### src/rtl/apb_master_n.sv
// -----------------------------------------------------------------------------
// apb_master_n
//
// Parametrised APB bridge between the RV32I core's simple request bus and
// NUM_SLAVES APB peripherals laid out in consecutive 2**SLOT_BITS-byte slots
// starting at BASE_ADDR.
//
// A request is a one-cycle `transfer` strobe carrying write/addr/wdata. Mapped
// addresses run a normal APB SETUP/ACCESS sequence. Unmapped addresses get a
// one-cycle error completion and never select a slave. Completion is a
// one-cycle `ready` pulse. `rdata` and `err` are valid only during that pulse.
//
// Optional feature (macro APB_TIMEOUT_EN): abort an ACCESS phase that has seen
// TIMEOUT_CYCLES cycles without PREADY. The abort completes with err=1 and
// rdata=32'hDEAD_BEEF. Without the macro, ACCESS waits for PREADY indefinitely.
//
// Ports:
//   PCLK, PRESET          clock, asynchronous active-low reset
//   transfer/write/addr/wdata   CPU request (sampled only in IDLE)
//   rdata/ready/err       CPU completion
//   PADDR/PWRITE/PWDATA   APB request, registered, stable for the transfer
//   PENABLE/PSEL          APB phase control, PSEL one-hot or zero
//   PRDATA/PREADY         per-slave response, slave i at PRDATA[32*i +: 32]
// -----------------------------------------------------------------------------
module apb_master_n #(
    parameter int          NUM_SLAVES     = 5,
    parameter logic [31:0] BASE_ADDR      = 32'h1000_0000,
    parameter int          SLOT_BITS      = 12,
    parameter int          TIMEOUT_CYCLES = 255
) (
    input  logic                      PCLK,
    input  logic                      PRESET,
    input  logic                      transfer,
    input  logic                      write,
    input  logic [31:0]               addr,
    input  logic [31:0]               wdata,
    output logic [31:0]               rdata,
    output logic                      ready,
    output logic                      err,
    output logic [31:0]               PADDR,
    output logic                      PWRITE,
    output logic                      PENABLE,
    output logic [31:0]               PWDATA,
    output logic [NUM_SLAVES-1:0]     PSEL,
    input  logic [32*NUM_SLAVES-1:0]  PRDATA,
    input  logic [NUM_SLAVES-1:0]     PREADY
);

    localparam int IDX_W = (NUM_SLAVES > 1) ? $clog2(NUM_SLAVES) : 1;

    // Reject configurations the decoder cannot represent.
    generate
        if ((NUM_SLAVES < 1) || (NUM_SLAVES > 16)) begin : g_bad_num
            $error("apb_master_n: NUM_SLAVES must be 1..16");
        end
        if ((SLOT_BITS < 1) || (SLOT_BITS > 31)) begin : g_bad_slot
            $error("apb_master_n: SLOT_BITS must be 1..31");
        end
        if ((BASE_ADDR & ((32'd1 << SLOT_BITS) - 32'd1)) != 32'd0) begin : g_bad_base
            $error("apb_master_n: BASE_ADDR must be slot aligned");
        end
        if ((TIMEOUT_CYCLES < 1) || (TIMEOUT_CYCLES > 65535)) begin : g_bad_tmo
            $error("apb_master_n: TIMEOUT_CYCLES must be 1..65535");
        end
    endgenerate

    typedef enum logic [1:0] {
        ST_IDLE   = 2'd0,
        ST_SETUP  = 2'd1,
        ST_ACCESS = 2'd2,
        ST_ERROR  = 2'd3
    } state_t;

    state_t             state_r;
    state_t             state_nx_s;
    logic [IDX_W-1:0]   idx_r;

    logic [31:0]        off_s;
    logic [31:0]        slot_s;
    logic               hit_s;
    logic [IDX_W-1:0]   idx_s;
    logic               pready_sel_s;
    logic [31:0]        prdata_sel_s;
    logic               sel_act_s;

`ifdef APB_TIMEOUT_EN
    logic [15:0]        tmo_cnt_r;
    logic               tmo_hit_s;
`endif

    // Address decode: slot index relative to BASE_ADDR and in-range check.
    always_comb begin
        off_s  = addr - BASE_ADDR;
        slot_s = off_s >> SLOT_BITS;
        hit_s  = (addr >= BASE_ADDR) && (slot_s < 32'(NUM_SLAVES));
        idx_s  = slot_s[IDX_W-1:0];
    end

    // Response mux: only the latched slave's PREADY/PRDATA are looked at.
    always_comb begin
        pready_sel_s = 1'b0;
        prdata_sel_s = 32'd0;
        for (int i = 0; i < NUM_SLAVES; i++) begin
            if (idx_r == IDX_W'(i)) begin
                pready_sel_s = PREADY[i];
                prdata_sel_s = PRDATA[32*i +: 32];
            end else begin
                pready_sel_s = pready_sel_s;
                prdata_sel_s = prdata_sel_s;
            end
        end
    end

`ifdef APB_TIMEOUT_EN
    assign tmo_hit_s = (tmo_cnt_r == 16'(TIMEOUT_CYCLES));

    // Wait-state counter: cleared in SETUP, counts ACCESS cycles without PREADY.
    always_ff @(posedge PCLK or negedge PRESET) begin
        if (!PRESET) begin
            tmo_cnt_r <= 16'd0;
        end else if (state_r == ST_SETUP) begin
            tmo_cnt_r <= 16'd0;
        end else if ((state_r == ST_ACCESS) && !pready_sel_s && !tmo_hit_s) begin
            tmo_cnt_r <= tmo_cnt_r + 16'd1;
        end else begin
            tmo_cnt_r <= tmo_cnt_r;
        end
    end
`endif

    // State register.
    always_ff @(posedge PCLK or negedge PRESET) begin
        if (!PRESET) begin
            state_r <= ST_IDLE;
        end else begin
            state_r <= state_nx_s;
        end
    end

    // Next-state and completion outputs; completion is combinational so ready
    // lands in the same cycle PREADY is seen.
    always_comb begin
        state_nx_s = state_r;
        ready      = 1'b0;
        err        = 1'b0;
        rdata      = 32'd0;
        sel_act_s  = 1'b0;
        PENABLE    = 1'b0;
        case (state_r)
            ST_IDLE: begin
                if (transfer) begin
                    if (hit_s) begin
                        state_nx_s = ST_SETUP;
                    end else begin
                        state_nx_s = ST_ERROR;
                    end
                end else begin
                    state_nx_s = ST_IDLE;
                end
            end
            ST_SETUP: begin
                sel_act_s  = 1'b1;
                state_nx_s = ST_ACCESS;
            end
            ST_ACCESS: begin
                sel_act_s = 1'b1;
                PENABLE   = 1'b1;
                // A PREADY in the timeout cycle still counts as a normal finish.
                if (pready_sel_s) begin
                    ready      = 1'b1;
                    rdata      = PWRITE ? 32'd0 : prdata_sel_s;
                    state_nx_s = ST_IDLE;
`ifdef APB_TIMEOUT_EN
                end else if (tmo_hit_s) begin
                    ready      = 1'b1;
                    err        = 1'b1;
                    rdata      = 32'hDEAD_BEEF;
                    state_nx_s = ST_IDLE;
`endif
                end else begin
                    state_nx_s = ST_ACCESS;
                end
            end
            ST_ERROR: begin
                ready      = 1'b1;
                err        = 1'b1;
                state_nx_s = ST_IDLE;
            end
            default: begin
                state_nx_s = ST_IDLE;
            end
        endcase
    end

    // One-hot slave select from the latched index; zero outside SETUP/ACCESS.
    always_comb begin
        PSEL = '0;
        for (int i = 0; i < NUM_SLAVES; i++) begin
            if (sel_act_s && (idx_r == IDX_W'(i))) begin
                PSEL[i] = 1'b1;
            end else begin
                PSEL[i] = 1'b0;
            end
        end
    end

    // Request capture: latched only when a mapped request is accepted in IDLE,
    // so the APB request stays stable through wait states.
    always_ff @(posedge PCLK or negedge PRESET) begin
        if (!PRESET) begin
            PADDR  <= 32'd0;
            PWDATA <= 32'd0;
            PWRITE <= 1'b0;
            idx_r  <= '0;
        end else if ((state_r == ST_IDLE) && transfer && hit_s) begin
            PADDR  <= addr;
            PWDATA <= wdata;
            PWRITE <= write;
            idx_r  <= idx_s;
        end else begin
            PADDR  <= PADDR;
            PWDATA <= PWDATA;
            PWRITE <= PWRITE;
            idx_r  <= idx_r;
        end
    end

endmodule

### config.mk
export PLATFORM = sky130hd
export DESIGN_NAME = apb_master_n
export DESIGN_NICKNAME = d
export VERILOG_FILES = /design/src/rtl/apb_master_n.sv
export SDC_FILE = /design/constraint.sdc
export NUM_CORES = 1
export LEC_CHECK = 0
export CAP_MARGIN = 5
export CORE_AREA = 2 2 133 135
export DETAILED_ROUTE_END_ITERATION = 6
export DIE_AREA = 0 0 135 137
export PLACE_DENSITY = 0.64
export SLEW_MARGIN = 20
export SYNTH_ARGS = -nofsm -noshare
export SYNTH_HDL_FRONTEND = slang
export SYNTH_SLANG_ARGS = --single-unit
### constraint.sdc
create_clock -name PCLK -period 4.2 [get_ports PCLK]
set_input_delay 0.63 -clock PCLK [delete_from_list [all_inputs] [get_ports PCLK]]
set_output_delay 0.63 -clock PCLK [all_outputs]
set_load 0.01 [all_outputs]
* Yosys cells after proc, flatten, opt, wreduce, memory -nomap -nowiden
Cells that the tools add are included.
Word-level totals: register bits after elaboration 70, logic and storage cells 53
Operators by class: add/sub/neg operators 1, magnitude comparators 2, equal/unequal tests 7, mux-type cells 27, reductions and logical operators 11
Operators by type and width (count):
- $mux W32 | 8
- $ge A32 B29 Y1 const B | 1
- $sub A32 B29 Y32 const B | 1
- $lt A20 B3 Y1 const B | 1
- $mux W1 | 14
- $logic_and A1 B1 Y1 | 8
- $pmux W2 S4 | 1
- $eq A3 B2 Y1 const B | 2
- $mux W2 | 3
- $eq A2 B2 Y1 const B | 2
- $eq A3 B1 Y1 const B | 1
- $eq A3 B3 Y1 const B | 1
- $logic_not A3 Y1 | 1
- $eq A2 B1 Y1 const B | 1
- $logic_not A2 Y1 | 1
- $pmux W1 S2 | 1
- $reduce_or A2 Y1 | 1

* Depth between registers and ports, before layout
Gate-level depths: netlist of the first run.
depth in word-level cells 9, gate-level depth with buffers 7

* Worst setup path before layout of the first run
No wires, ideal clock.
kind register -> output, from reg, netlist name PADDR[12], to out rdata[10], arrival 1.558 ns, required time 3.570 ns, path slack 2.012 ns, stages on the path, launching flop included 6, buffers on the path 2, cell sequence dfrtp_1 -> buf_2 -> buf_2 -> mux4_2 -> a22oi_1 -> nor2_1
RTL lines:
- to (decl) | line 37 | output logic [31:0] rdata,

==> impl_metrics.tcl, run 1 <==
set metrics [dict create \
    synthesis.nets 533 \
    setup_tns_ns 0 \
    ys_top_cells_by_area "dfrtp_1 43%, mux4_2 19%, mux2_1 9.6%" \
    wl_per_cell_um 19.8 \
    synth_top_cell_by_area "dfrtp_1" \
    htreeDepth 3 \
    maxCapViolCount 0 \
    cts_setup_buffers 0 \
    rsz0062_at_grt "false" \
    grt_max_degree 66 \
    holdBufCountCts 0 \
    irDropWorstVdd_mv 0.243 \
    skew_ns 0.00382 \
    pin_count 338 \
    crit_buf_inv 1 \
    clk_pin_slew_ns 0.05 \
    required_ns 3.57 \
    p_per_area_nw_per_um2 270 \
    setup_violations 0 \
    drt_iter0_drc 119 \
    hpwl_mm 13.9 \
    drt_pass1_iterations 4 \
    cpMaxStageDelayCell "nor3_4" \
    wl_met2_mm 8.21 \
    grt_pass1_wl_mm 24.6 \
    cts_buffers 9 \
    finalHoldViolCount 0 \
    status "completed" \
    timing.slew.headroom_pct 50.8 \
    initial_core_util_pct 22.7 \
    muxShareOfSynthArea_pct 32.9 \
    via_count 3968 \
    ys_seq_elements 67 \
    synth_compound_area_share_pct 7.32 \
    multi_input_area_um2 2030 \
    grt_remaining_overflow 0 \
    clk_latency_ns 0.33 \
    period_needed_ns 3.58 \
    cts_tree "yes" \
    yosys.area_share.simple_pct 10.3 \
    routed.top_layer "met4" \
    track_usage_pct 17.6 \
    clock-sinks 67 \
    synthArstFlopShare_pct 100 \
    syn_inst 295 \
    cts_buffer_depth 2 \
    diodes 0 \
    drv_slew 0 \
    worstSetupEndpointType "primary output" \
    met1_length_mm 6.52 \
    n_fill_cell 1568 \
    wirelength_mm 17.0 \
    numPortBuffers 337 \
    fin_nets 866 \
    core_um2 17100 \
    synth_top_family_by_area "multiplexers" \
    drive_above_1_share_pct 13.0 \
    cpPeakStageDelay_ns 0.72 \
    path_cells "nor3_4 -> a22oi_1 -> nor2_1 -> clkdlybuf4s50_1" \
    rows 48 \
    drc 0 \
    cts_resized 0 \
    critical_path_class "flop to primary output" \
    cp_top_family "simple AND/OR/NAND/NOR gates" \
    die_h_um 137 \
    yosys.area.top_type_share_pct 43.4 \
    cp_data_arrival_time_ns 2.95 \
    ys_seq_area_share_pct 43.4 \
    synth_ff_type "dfrtp_1" \
    reg2reg_from "state_r[1]$_DFF_PN0_" \
    root_buffer "clkbuf_16" \
    p_leak_nw 3.25 \
    syn_avg_cell_area_um2 13.1 \
    fin_total_pwr_mw 2.11 \
    fin_crit_sh_pct 85.2 \
    synth_edf_count 0 \
    place.gp.congestion 0.843 \
    grt_pass1_vias 4338 \
    crit_start "PADDR[12]$_DFFE_PN0P_" \
    area_growth_pct 102 \
    ant_nets 0 \
    seqCellArea_um2 1680 \
    wl_met3_mm 1.94 \
    synth_fa_ha_area_share_pct 1.62 \
    critPathLaunchType "flop" \
    crit_cells 4 \
    die_w_um 135 \
    syn_area_um2 3860 \
    vias_per_cell 4.62 \
    clock.fmax_mhz 279 \
    antenna_found_initial 0 \
    final_core_util_pct 45.9 \
    yosys-top-cells-count "67 x dfrtp_1, 37 x nor2_1, 33 x mux2_1" \
    crit_fanout 22 \
    reg2reg_depth 6 \
    ys_types 34 \
    synthXorXnorAreaFrac_pct 0 \
    hp-class "input port to async pin" \
    synth.most_common_cell "dfrtp_1" \
    die_area_um2 18500 \
    ys_warn_count 0 \
    worst_pin_slew_ns 0.736 \
]
## registers in the layout, indices dropped and copies added (netlist names)
signal   flops
PADDR       32
PWRITE       1
state_r      2
PWDATA      32
## stage by stage
step	instance area [um2]	hold WS, ns	setup WS [ns]	cells
4_1_cts	7820	0.191	0.614	858
3_3_place_gp	7480	0.453	0.942	842
3_5_place_dp	7480	0.459	0.964	842
2_1_floorplan	3860	0.334	2.01	295
5_1_grt	7820	0.207	0.492	858
6_report	7820	0.188	0.622	858
## area by class of cell
type,instances,area share (%)
clock buffer,11,3.10
clock inverter,5,1.28
inverter,5,0.240
multi-input combinational,198,26.0
sequential,67,21.5
timing repair buffer,347,44.3
tap,225,3.60
## path summary, 6_finish.rpt
| check | to | slack [ns] |
|---|---|---|
| min reg2reg | PWDATA[6]$_DFFE_PN0P_ | 0.48 |
| max in group asynchronous | PWDATA[14]$_DFFE_PN0P_ | 3.03 |
| max | rdata[14] | 0.62 |
| min in group PCLK | PWDATA[6]$_DFFE_PN0P_ | 0.48 |
| max reg2reg | PWDATA[3]$_DFFE_PN0P_ | 2.41 |
| min | PWDATA[31]$_DFFE_PN0P_ | 0.19 |
## worst reg2reg max path, delay by kind of cell, from the launching register on
family                     cells  cell delay, ns
DFF                            1            0.40
and+or+nand+nor                2            0.28
muxes                          1            0.41
buffers and inverters          2            0.42
adders and majority gates      1            0.17
## per-layer routing
| metal | vias to the layer above | GRT usage [%] |
|---|---|---|
| li1 | 1784 | - |
| met1 | 1920 | 20.6 |
| met2 | 240 | 29.8 |
| met3 | 24 | 6.67 |
| met4 | 0 | 5.50 |
| met5 | - | 0 |
## where the power goes
group          switching (mW)  internal, mW  leakage, nW
clock network           0.269         0.594        0.169
registers             0.00655         0.654        0.930
logic                   0.217         0.374         2.15
## cells by family after synthesis
| group | count (synthesis) |
|---|---|
| adder cells (fa/ha/maj) | 5 |
| buffers and inverters | 30 |
| multiplexers | 81 |
| flip-flops | 67 |
| AO/OA/AOI/OAI | 38 |
| AND/OR/NAND/NOR | 74 |
## layout by cell type (no fill, tap or decap), types with 2 or more instances in the layout
| master | netlist | layout |
|---|---|---|
| clkdlybuf4s50_1 | 0 | 335 |
| dfrtp_1 | 67 | 65 |
| nor2_1 | 37 | 36 |
| mux2_1 | 33 | 33 |
| mux4_2 | 32 | 32 |
| a22oi_1 | 32 | 32 |
| nor2b_1 | 16 | 16 |
| mux2_2 | 15 | 15 |
| clkbuf_16 | 0 | 9 |
| buf_4 | 1 | 9 |
| ha_1 | 5 | 5 |
| inv_1 | 4 | 4 |
| bufinv_16 | 0 | 3 |
| dfrtp_2 | 0 | 2 |
| nand2b_1 | 2 | 2 |
| nor3b_1 | 2 | 2 |
| nor4_1 | 2 | 2 |
| nor3_1 | 2 | 2 |
| nand4_1 | 2 | 2 |
| nor4_2 | 2 | 2 |
| and2_1 | 2 | 2 |
| nor4bb_1 | 2 | 2 |
| clkinv_2 | 0 | 2 |
| buf_12 | 0 | 2 |
No activity file was read; power rests on OpenSTA's default activity.
==> run 2: changes to the inputs <==
CORE_AREA = 2 2 131 133   (was 2 2 133 135)
DIE_AREA = 0 0 133 135   (was 0 0 135 137)
PLACE_DENSITY = 0.66   (was 0.64)
clock period = 4.1 ns   (was 4.2 ns; I/O delays follow)
==> run 2 against run 1 <==
Clock power is 17% lower. Critical path depth is 2 higher. Cell count is 0.70% lower. Critical endpoint is now rdata[13]. Largest cell class unchanged. Highest routed layer unchanged.
==> impl_metrics.tcl, run 2 (same netlist as run 1, synthesis figures left out) <==
set metrics [dict create \
    drt_pass1_iterations 5 \
    crit_fanout 32 \
    htreeDepth 3 \
    drv_slew 0 \
    cts_buffer_depth 2 \
    fin_nets 866 \
    die_h_um 135 \
    status "completed" \
    vias_per_cell 4.64 \
    clk_latency_ns 0.32 \
    grt_pass1_wl_mm 25.7 \
    maxCapViolCount 0 \
    initial_core_util_pct 23.6 \
    die_area_um2 18000 \
    worst_pin_slew_ns 0.820 \
    power.share.clock_pct 36.0 \
    period_needed_ns 3.36 \
    pwr-share-comb_pct 30.1 \
    skew_ns 0.00529 \
    diodes 0 \
    seqCellArea_um2 1680 \
    path_cells "mux2i_1 -> nor2_1 -> o2111ai_2 -> buf_4 -> nor2_1 -> clkdlybuf4s50_1" \
    hpwl_mm 13.6 \
    grt.met2_usage_pct 32.7 \
    root_buffer "clkbuf_16" \
    p_leak_nw 3.22 \
    setup_violations 0 \
    die_w_um 133 \
    crit_start "PADDR[13]$_DFFE_PN0P_" \
    final_cell_mix "336 x clkdlybuf4s50_1, 65 x dfrtp_1, 36 x nor2_1" \
    reg2reg_setup_slack_ns 2.12 \
    core_um2 16400 \
    grt_max_degree 46 \
    grt_use_met1_pct 22.0 \
    rows 47 \
    drt_iter0_drc 179 \
    via_count 3951 \
    clk_pin_slew_ns 0.05 \
    cpPeakStageDelay_ns 0.82 \
    track_usage_pct 18.7 \
    hp-class "input port to async pin" \
    groute.layer.met3.usage_pct 6.49 \
    cp_top_family "buffers and inverters" \
    drc 0 \
    wirelength_mm 17.2 \
    cts_tree "yes" \
    clock.fmax_mhz 298 \
    critical_path_class "flop to primary output" \
    grt_pass1_vias 4530 \
    p_sw_mw 0.489 \
    drive_above_1_share_pct 12.7 \
    cts_resized 0 \
    seqPwrFrac_pct 34.0 \
    worstSetupEndpointType "primary output" \
    reg2reg_depth 6 \
    cts_buffers 9 \
    r2r-end "PWDATA[19]$_DFFE_PN0P_" \
    finalHoldViolCount 0 \
    p_per_area_nw_per_um2 258 \
    p_int_mw 1.50 \
    irDropWorstVdd_mv 0.249 \
    fin_total_pwr_mw 1.99 \
    fin_crit_sh_pct 81.9 \
    clock-sinks 67 \
    antenna_found_initial 0 \
    place.gp.congestion 0.915 \
    setup_tns_ns 0 \
    critPathLaunchType "flop" \
    crit_buf_inv 2 \
    cpMaxStageDelayCell "dfrtp_2" \
    pin_count 338 \
    holdBufCountCts 0 \
    top_regs "PADDR: 32 flops, PWDATA: 32 flops, state_r: 2 flops" \
    n_fill_cell 1460 \
    switching_share_pct 24.5 \
    multi_input_area_um2 2030 \
    required_ns 3.48 \
    cp_data_arrival_time_ns 2.74 \
    grt_remaining_overflow 0 \
    crit_top_cell "nor2_1" \
    timing.slew.headroom_pct 45.4 \
    reg2reg_from "state_r[0]$_DFF_PN0_" \
    ant_nets 0 \
    numPortBuffers 337 \
    area_growth_pct 100 \
    top_usage_layer "met2" \
    wl_per_cell_um 20.2 \
    cts_setup_buffers 0 \
    rsz0062_at_grt "false" \
    final_common_cell "clkdlybuf4s50_1" \
]
==> run 2: cell count changes in the layout (fill, tap and decap cells not counted), sizes merged <==
cell | previous run | this run
bufinv | 3 | 0
buf | 12 | 11
clkdlybuf4s50 | 335 | 336
clkbuf | 11 | 13
==> run 2: worst max path at each step <==
stage | slack, ns | depth (start not counted) | to
after detailed placement | 0.89 | 7 | rdata[13]
final | 0.74 | 6 | rdata[13]
after global placement | 0.93 | 7 | rdata[13]
after global routing | 0.56 | 5 | rdata[11]
after floorplan | 1.93 | 5 | rdata[10]
after CTS | 0.66 | 5 | rdata[10]
==> run 2: metrics by stage <==
stage	worst slack, ns	hold slack, ns	std cells	cell area (um2)	util (%)
2_1_floorplan	1.93	0.319	295	3860	-
3_3_place_gp	0.926	0.455	837	7450	45.4
3_5_place_dp	0.891	0.461	837	7450	45.4
4_1_cts	0.655	0.406	852	7730	47.1
5_1_grt	0.563	0.452	852	7730	47.1
6_report	0.743	0.386	852	7730	47.1
==> run 2: power groups by stage <==
stage	Sequential, mW	Combinational, mW	Clock, mW
final	0.677	0.599	0.716
after CTS	0.676	0.609	0.738
after detailed placement	0.688	0.604	0
after global routing	0.677	0.643	0.763
after floorplan	0.687	0.186	0
after global placement	0.687	0.599	0
==> run 2: layer usage <==
| layer | vias up | part of all wire [%] |
|---|---|---|
| met1 | 1932 | 39 |
| li1 | 1777 | - |
| met3 | 19 | 9.8 |
| met2 | 223 | 50 |
| met5 | - | 0 |
| met4 | 0 | 1.5 |
==> run 2: area by class of cell <==
cell class	instances	area share, %
clock buffers	13	3.50
repair buffers	347	44.5
clock inverters	2	0.129
multi-input cells	198	26.3
inverters	5	0.243
well taps	220	3.56
flip-flops and latches	67	21.7
==> run 3: changes to the inputs <==
CORE_AREA = 2 2 130 132   (was 2 2 131 133)
DIE_AREA = 0 0 132 134   (was 0 0 133 135)
PLACE_DENSITY = 0.69   (was 0.66)
clock period = 2.91 ns   (was 4.1 ns; I/O delays follow)
==> run 3 against run 2 <==
Design area up 3.0%. Worst hold slack worse by 0.35 ns. Sequential power grew 41%. Largest cell class unchanged.
==> impl_metrics.tcl, run 3 (same netlist as run 1, synthesis figures left out) <==
set metrics [dict create \
    status "completed" \
    p_per_area_nw_per_um2 366 \
    fin_crit_sh_pct 95.9 \
    hold_slack_ns 0.0392 \
    n_fill_cell 1492 \
    finalHoldViolCount 0 \
    die_h_um 134 \
    worstSetupEndpointType "primary output" \
    clk_pin_slew_ns 0.06 \
    maxCapViolCount 0 \
    top_regs "PADDR: 32 flops, PWDATA: 32 flops, state_r: 2 flops" \
    vias_per_cell 4.61 \
    p_int_mw 2.22 \
    timing.slew.headroom_pct 71.5 \
    die_w_um 132 \
    area_growth_pct 106 \
    ant_nets 0 \
    pwr-share-comb_pct 29.6 \
    die_area_um2 17700 \
    drt_pass1_iterations 5 \
    via_count 4004 \
    final_common_cell "clkdlybuf4s50_1" \
    drive_above_1_share_pct 15.7 \
    crit_fanout 32 \
    grt_pass1_wl_mm 25.2 \
    drc 0 \
    clock-sinks 67 \
    power.share.clock_pct 37.6 \
    p_sw_mw 0.690 \
    rows 47 \
    cts_buffer_depth 2 \
    rsz0062_at_grt "false" \
    final_cells 868 \
    fin_nets 882 \
    critPathLaunchType "flop" \
    diodes 0 \
    setup_tns_ns 0 \
    track_usage_pct 18.4 \
    root_buffer "clkbuf_16" \
    seqPwrFrac_pct 32.8 \
    hpwl_mm 13.4 \
    htreeDepth 3 \
    wirelength_mm 16.9 \
    cp_data_arrival_time_ns 2.36 \
    clk_latency_ns 0.32 \
    grt_remaining_overflow 0 \
    period_needed_ns 2.79 \
    pin_count 338 \
    worst_pin_slew_ns 0.427 \
    seqCellArea_um2 1680 \
    cts_tree "yes" \
    final_cell_mix "336 x clkdlybuf4s50_1, 64 x dfrtp_1, 33 x mux2_1" \
    placed_cells 839 \
    numPortBuffers 337 \
    fin_total_pwr_mw 2.91 \
    required_ns 2.47 \
    irDropWorstVdd_mv 0.330 \
    hp-class "input port to async pin" \
    grt_pass1_vias 4337 \
    p_leak_nw 3.33 \
    cts_buffers 9 \
    skew_ns 0.00550 \
    place.gp.congestion 0.927 \
    clock.fmax_mhz 358 \
    antenna_found_initial 0 \
    holdBufCountCts 0 \
    setup_violations 0 \
    critical_path_class "flop to primary output" \
    switching_share_pct 23.7 \
    drt_iter0_drc 217 \
    core_um2 16300 \
    drv_slew 0 \
    wl_per_cell_um 19.4 \
    grt_max_degree 66 \
    initial_core_util_pct 23.7 \
    multi_input_area_um2 2050 \
]
-- run 3: area by class of cell --
| class | instances | area share [%] |
|---|---|---|
| Multi-Input combinational cell | 198 | 25.7 |
| Tap cell | 220 | 3.46 |
| Clock buffer | 13 | 3.39 |
| Sequential cell | 67 | 21.1 |
| Timing Repair Buffer | 363 | 45.6 |
| Clock inverter | 2 | 0.440 |
| Inverter | 5 | 0.236 |
-- run 3: critical path, stage by stage (launching register included) --
cell,delay (ns)
dfrtp_4,0.52
nand2b_1,0.18
a21oi_2,0.20
o2111ai_2,0.15
buf_12,0.20
nor2_2,0.20
clkdlybuf4s50_1,0.56
-- run 3: path summary, 6_finish.rpt --
kind / startpoint / end / slack [ns] / depth (start not counted)
setup / recovery: PADDR[13]$_DFFE_PN0P_ / rdata[13] / 0.12 / 6
setup reg to reg: state_r[0]$_DFF_PN0_ / PADDR[2]$_DFFE_PN0P_ / 1.11 / 6
max in group asynchronous: PRESET / PWDATA[3]$_DFFE_PN0P_ / 2.09 / 2
hold / removal: PRESET / PADDR[29]$_DFFE_PN0P_ / 0.04 / 1
hold reg to reg: PADDR[28]$_DFFE_PN0P_ / PADDR[28]$_DFFE_PN0P_ / 0.48 / 1
min in group PCLK: PADDR[28]$_DFFE_PN0P_ / PADDR[28]$_DFFE_PN0P_ / 0.48 / 1
-- run 3: through the flow --
stage	utilization [%]	area (um2)	setup slack, ns
after global placement	46.1	7500	0.0341
after floorplan	-	3860	0.915
after CTS	48.2	7850	0.0586
final	48.9	7960	0.118
after detailed placement	46.1	7500	0.0214
after global routing	48.9	7960	0.0141
-- run 3: what timing repair did --
action	4_1_cts	5_1_grt
gates resized for setup	8	2
pin swaps	0	1
buffers inserted	3	10
cloned	0	1
endpoints found under the setup margin	28	30
-- run 3: power groups by stage --
stage	Combinational (mW)	Sequential, mW	Clock, mW
after floorplan	0.262	0.968	0
after global placement	0.837	0.968	0
after detailed placement	0.850	0.970	0
after CTS	0.862	0.953	1.13
after global routing	0.923	0.956	1.17
final	0.863	0.954	1.09
-- run 3: routing by layer --
| metal | track usage [%] | wire length (um) | part of all wire (%) | vias up |
|---|---|---|---|---|
| met5 | 0 | 0 | 0 | - |
| met4 | 5.43 | 387 | 2.3 | 0 |
| met3 | 6.24 | 1640 | 9.7 | 21 |
| met2 | 33.9 | 8730 | 52 | 241 |
| met1 | 20.0 | 6120 | 36 | 1932 |
| li1 | - | - | - | 1810 |
